**src/rtl/regfile_pkg.sv**
```systemverilog
// Shared defaults and width helpers for the multi-ported register file.
package regfile_pkg;

  localparam int unsigned XLEN_DEF = 32;
  localparam int unsigned NREG_DEF = 32;
  localparam int unsigned NRD_DEF  = 2;
  localparam int unsigned NWR_DEF  = 1;

  // Address width for a power-of-two register count (2..64), minimum 1.
  function automatic int unsigned aw_of(input int unsigned n);
    int unsigned w;
    w = 1;
    for (int unsigned i = 1; i <= 6; i++) begin
      if ((32'd1 << i) < n) w = i + 1;
    end
    return w;
  endfunction

  localparam int unsigned AW_DEF      = aw_of(NREG_DEF);
  // Flattened port widths for the default configuration.
  localparam int unsigned RD_A_W_DEF  = NRD_DEF * AW_DEF;
  localparam int unsigned RD_AV_W_DEF = NRD_DEF * XLEN_DEF;
  localparam int unsigned WR_A_W_DEF  = NWR_DEF * AW_DEF;
  localparam int unsigned WR_AV_W_DEF = NWR_DEF * XLEN_DEF;

endpackage

```
**src/rtl/regfile_scoreboard.sv**
```systemverilog
// Pending-write scoreboard: one busy bit per register.
// Priority per bit: reserve sets > write clears > flush clears > hold.
// Register 0 never becomes busy.
module regfile_scoreboard
  import regfile_pkg::*;
#(
  parameter int unsigned NREG = NREG_DEF,
  parameter int unsigned NWR  = NWR_DEF,
  localparam int unsigned AW  = aw_of(NREG)
) (
  input  logic              clk,
  input  logic              rst,
  input  logic              flush,
  input  logic              rsv_en,
  input  logic [AW-1:0]     rsv_a,
  input  logic [NWR-1:0]    wr_en,
  input  logic [NWR*AW-1:0] wr_a,
  output logic [NREG-1:0]   busy
);

  logic [NREG-1:0] busy_q;
  logic [NREG-1:0] busy_d;

  // Next busy vector: flush/clear first, then reserve so it overrides both.
  always_comb begin
    busy_d = flush ? '0 : busy_q;
    for (int unsigned j = 0; j < NWR; j++) begin
      if (wr_en[j]) busy_d[wr_a[j*AW +: AW]] = 1'b0;
    end
    if (rsv_en) busy_d[rsv_a] = 1'b1;
    busy_d[0] = 1'b0;
  end

  // Busy register with asynchronous clear.
  always_ff @(posedge clk or posedge rst) begin
    if (rst) busy_q <= '0;
    else     busy_q <= busy_d;
  end

  assign busy = busy_q;

endmodule

```
**src/rtl/regfile_mp.sv**
```systemverilog
// Multi-ported register file with captured read addresses and a pending-write
// scoreboard. x0 is hardwired zero.
// Optional macro REGFILE_MP_BYPASS_EN: forwards same-cycle writes to read data.
module regfile_mp
  import regfile_pkg::*;
#(
  parameter int unsigned XLEN = XLEN_DEF,
  parameter int unsigned NREG = NREG_DEF,
  parameter int unsigned NRD  = NRD_DEF,
  parameter int unsigned NWR  = NWR_DEF,
  localparam int unsigned AW  = aw_of(NREG)
) (
  input  logic                CLK,
  input  logic                RST,
  input  logic                FLUSH,
  input  logic                STALL,
  input  logic [NRD*AW-1:0]   REG_IR_I_A,
  output logic [NRD*AW-1:0]   REG_IR_O_A,
  output logic [NRD*XLEN-1:0] REG_IR_O_AV,
  output logic [NRD-1:0]      REG_IR_O_BUSY,
  input  logic [NWR-1:0]      REG_IW_I_EN,
  input  logic [NWR*AW-1:0]   REG_IW_I_A,
  input  logic [NWR*XLEN-1:0] REG_IW_I_AV,
  input  logic                REG_RSV_I_EN,
  input  logic [AW-1:0]       REG_RSV_I_A
);

  logic [XLEN-1:0]   regs_q [NREG];
  logic [XLEN-1:0]   regs_d [NREG];
  logic [NRD*AW-1:0] addr_q;
  logic [NRD*AW-1:0] addr_d;
  logic [NREG-1:0]   busy;

  // Array update: later write ports overwrite earlier ones on collision.
  always_comb begin
    regs_d = regs_q;
    for (int unsigned j = 0; j < NWR; j++) begin
      if (REG_IW_I_EN[j] && (REG_IW_I_A[j*AW +: AW] != '0))
        regs_d[REG_IW_I_A[j*AW +: AW]] = REG_IW_I_AV[j*XLEN +: XLEN];
    end
  end

  // Captured read addresses: flush clears, stall holds.
  always_comb begin
    if (FLUSH)      addr_d = '0;
    else if (STALL) addr_d = addr_q;
    else            addr_d = REG_IR_I_A;
  end

  // State registers with asynchronous clear.
  always_ff @(posedge CLK or posedge RST) begin
    if (RST) begin
      for (int unsigned i = 0; i < NREG; i++) regs_q[i] <= '0;
      addr_q <= '0;
    end else begin
      regs_q <= regs_d;
      addr_q <= addr_d;
    end
  end

  regfile_scoreboard #(
    .NREG (NREG),
    .NWR  (NWR)
  ) u_scoreboard (
    .clk    (CLK),
    .rst    (RST),
    .flush  (FLUSH),
    .rsv_en (REG_RSV_I_EN),
    .rsv_a  (REG_RSV_I_A),
    .wr_en  (REG_IW_I_EN),
    .wr_a   (REG_IW_I_A),
    .busy   (busy)
  );

  assign REG_IR_O_A = addr_q;

  // Read ports: array/scoreboard lookup by captured address, optional forwarding.
  always_comb begin
    REG_IR_O_AV   = '0;
    REG_IR_O_BUSY = '0;
    for (int unsigned k = 0; k < NRD; k++) begin
      if (addr_q[k*AW +: AW] != '0) begin
        REG_IR_O_AV[k*XLEN +: XLEN] = regs_q[addr_q[k*AW +: AW]];
        REG_IR_O_BUSY[k]            = busy[addr_q[k*AW +: AW]];
`ifdef REGFILE_MP_BYPASS_EN
        for (int unsigned j = 0; j < NWR; j++) begin
          if (REG_IW_I_EN[j] && (REG_IW_I_A[j*AW +: AW] == addr_q[k*AW +: AW])) begin
            REG_IR_O_AV[k*XLEN +: XLEN] = REG_IW_I_AV[j*XLEN +: XLEN];
            REG_IR_O_BUSY[k]            = 1'b0;
          end
        end
`endif
      end
    end
  end

endmodule

```
**config.mk**
```make
export PLATFORM = sky130hd
export DESIGN_NAME = regfile_mp
export DESIGN_NICKNAME = d
export VERILOG_FILES = /design/src/rtl/regfile_pkg.sv /design/src/rtl/regfile_scoreboard.sv /design/src/rtl/regfile_mp.sv
export SDC_FILE = /design/constraint.sdc
export NUM_CORES = 2
export LEC_CHECK = 0
export BUFFER_PORTS_ARGS = -buffer_cell sky130_fd_sc_hd__buf_4
export CORE_MARGIN = 5
export CORE_UTILIZATION = 40
export DETAILED_ROUTE_END_ITERATION = 10
export PLACE_DENSITY = 0.59
export SYNTH_ARGS = -nofsm -noshare
export SYNTH_HDL_FRONTEND = slang
export SYNTH_SLANG_ARGS = --single-unit
```
**constraint.sdc**
```tcl
create_clock -name CLK -period 42.9 [get_ports CLK]
set_input_delay 8.58 -clock CLK [delete_from_list [all_inputs] [get_ports CLK]]
set_output_delay 8.58 -clock CLK [all_outputs]
set_load 0.01 [all_outputs]
```
==> flow_summary.ini <==
[logic_synthesis]
synth-adder-area-share = 0
synth_seq_cells = 1065
ys_seq_area_frac = 0.466
synth_simple_gate_area_frac = 0.0212
synth_nets = 3867
ys_types = 49
synth_top_family_by_area = multiplexers
synth_most_common_cell = dfrtp_1
async_flop_share = 1.00
synthMuxAreaShare = 0.414
syn_inst = 3809
synth_top_cell_area_share = 0.466
syn_area_per_cell_um2 = 15.0
ys.flop_type = dfrtp_1
synthXorXnorAreaFrac = 0
yosys_warnings = 0
synthTopCellsByArea = dfrtp_1 47%, mux2_2 19%, mux4_2 18%
synth-edff-count = 0
synth_compound_area_frac = 0.0567
synth_top_area_cell = dfrtp_1
ys_top_cells_by_count = 1065 x dfrtp_1, 954 x mux2_2, 460 x mux4_2
netlist_area_mm2 = 0.0572

[clock_tree]
cts_resized = 0
hold_buffers = 0
post_cts_buffers = 0
cts_tree = built
cts_buffer_depth = 3
clk_pin_slew_worst_paths_ns = 0.06
root_buffer = clkbuf_16
clkSinkCount = 1065
h-tree-depth = 3
numCtsBuffers = 117
clkLatencyLatePin_ns = 0.74

[setup_path]
crit_required_ns = 34.32
critPathArrivalTime_ns = 6.47
startpoint_type = flop
crit_path_end_kind = output port
worst-setup-path-type = flop to output port
crit_fanout = 41

[floorplan]
fp.dieH_um = 388
rows = 138
die_width_um = 388
start_util = 0.403
die_area_mm2 = 0.151
num_io_pins = 134
coreArea_mm2 = 0.142

[drt]
wl_per_cell_um = 34.2
drt_iter0_drc = 3345
dr.pass1.iters = 6
via_per_inst = 6.41
drcViolationCount = 0
wirelength_um = 194000
num_vias = 36481
ant_nets = 0

[sta]
tns_ns = 0
layout_setup_ws_ns = 27.85
fmax_mhz = 66.4
hold_slack_ns = 0.393
fin_crit_ns = 15.05
skew_ns = 0
finalSetupViolCount = 0
rsz0062_at_grt = false
slew_viol_final = 0
slew_headroom = 0.0152
finalHoldViolCount = 0
worst_pin_slew_ns = 1.47
min_period_over_period = 0.351

[status]
outcome = complete, no violations

[flow_run]
cap_viol_max_count = 0

[cells_and_area]
nets = 3754
drive_above_1_share = 0.510
multiInputGateArea_mm2 = 0.0284
final_cells = 5688
seqCellArea_mm2 = 0.0267
syn2layout_area_growth_pct = 10.6
fill_cells = 12615

[global_route]
grt_util_met2 = 0.408
grt_util_met3 = 0.0508
grt-busiest-layer = met2
overflow = 0
first_global_vias = 37515
met1_usage = 0.354
gr-usage-all-layers = 0.256
antenna_found_initial = 10
grt_start_max_net_pins = 151
grt_pass1_wl_um = 283000

[pwr]
p_leak_nw = 26.2
ir_drop_mv = 0.0341
cellPowerDensity_mw_per_mm2 = 47.1

[placement]
dpl.hpwl_um = 102000
gp_congestion = 0.768
port_buffers = 133
dp_cells = 5467
place_ws_ns = 28.66

[worst_hold_path]
min_path_type = flop to flop
[cell type report]
class / count / area share
Multi-Input combinational cell: 2279 / 0.449
Sequential cell: 1065 / 0.422
Clock buffer: 178 / 0.0568
Tap cell: 1890 / 0.0374
Timing Repair Buffer: 214 / 0.0266
Clock inverter: 40 / 0.00724
Inverter: 19 / 0.00133
Antenna cell: 3 / 0.000119
[state kept, by name, summed over array words and instances (netlist names)]
name	flops
REG_IR_O_A	10
regs_q	1024
u_scoreboard.busy	31
[layout by cell type (no fill, tap or decap), types with 6 or more instances in the layout]
master,netlist,layout
a211oi_1,64,64
a221oi_1,9,9
a221oi_2,39,39
a22oi_1,66,66
a311oi_1,63,62
buf_12,0,6
buf_4,74,208
bufinv_16,0,9
clkbuf_1,188,22
clkbuf_16,0,121
clkbuf_8,0,35
clkinv_2,0,26
dfrtp_1,1065,1055
dfrtp_4,0,8
inv_1,17,16
mux2_1,106,106
mux2_2,954,954
mux2i_1,140,140
mux4_2,460,460
nand2_1,53,38
nand2_4,0,11
nand3b_1,18,18
nor2_1,22,12
nor2_4,8,18
nor2b_1,72,68
o2111ai_1,18,18
o21ai_0,15,15
o21ai_1,110,110
o32ai_1,16,16
[routing by layer]
layer  up-vias  wire length, µm
met5         -               51
met4         8             7390
met3       399            14300
met2      1528            91700
met1     19987            80900
li1      14559                -
[kinds of logic after synthesis]
logic type             count (synthesis)
AOI/OAI and AO/OA                    413
and+or+nand+nor                      206
DFF                                 1065
muxes                               1660
buffers and inverters                465
[stage by stage]
step	power (W)	util	area, µm²
finish	0.00298	0.446	63200
detailed placement	0.00193	0.417	59200
global placement	0.00191	0.417	59200
CTS	0.00299	0.446	63200
floorplan	0.00175	-	57200
global route	0.00310	0.446	63200
[final timing paths]
check                                              to  cells past startpoint     startpoint  slack, ns
worst max-delay path                  REG_IR_O_AV[18]                     10  REG_IR_O_A[1]      27.85
worst min-delay path                     regs_q[1015]                      0   regs_q[1015]       0.39
worst max register to register          REG_IR_O_A[1]                      4  REG_IR_O_A[1]      39.95
worst min register to register           regs_q[1015]                      0   regs_q[1015]       0.39
max in group asynchronous                 regs_q[238]                      6            RST      30.93
min in group asynchronous       u_scoreboard.busy[26]                      2            RST       8.05
[critical path: stages, from the launching register on]
cell and delay, ns:
dfrtp_4 0.62, buf_4 0.56, buf_4 0.73, buf_4 0.72, buf_4 0.77, mux4_2 0.33
nor2b_1 0.13, a211oi_1 0.08, buf_4 0.19, a311oi_1 1.12, buf_4 0.29
[report_power, final]
group	internal, W	switching (W)
combinational	0.000334	0.000248
clock	0.000628	0.000435
sequential	0.00119	0.000142
total	0.00215	0.000825
No activity file was read; power rests on OpenSTA's default activity.
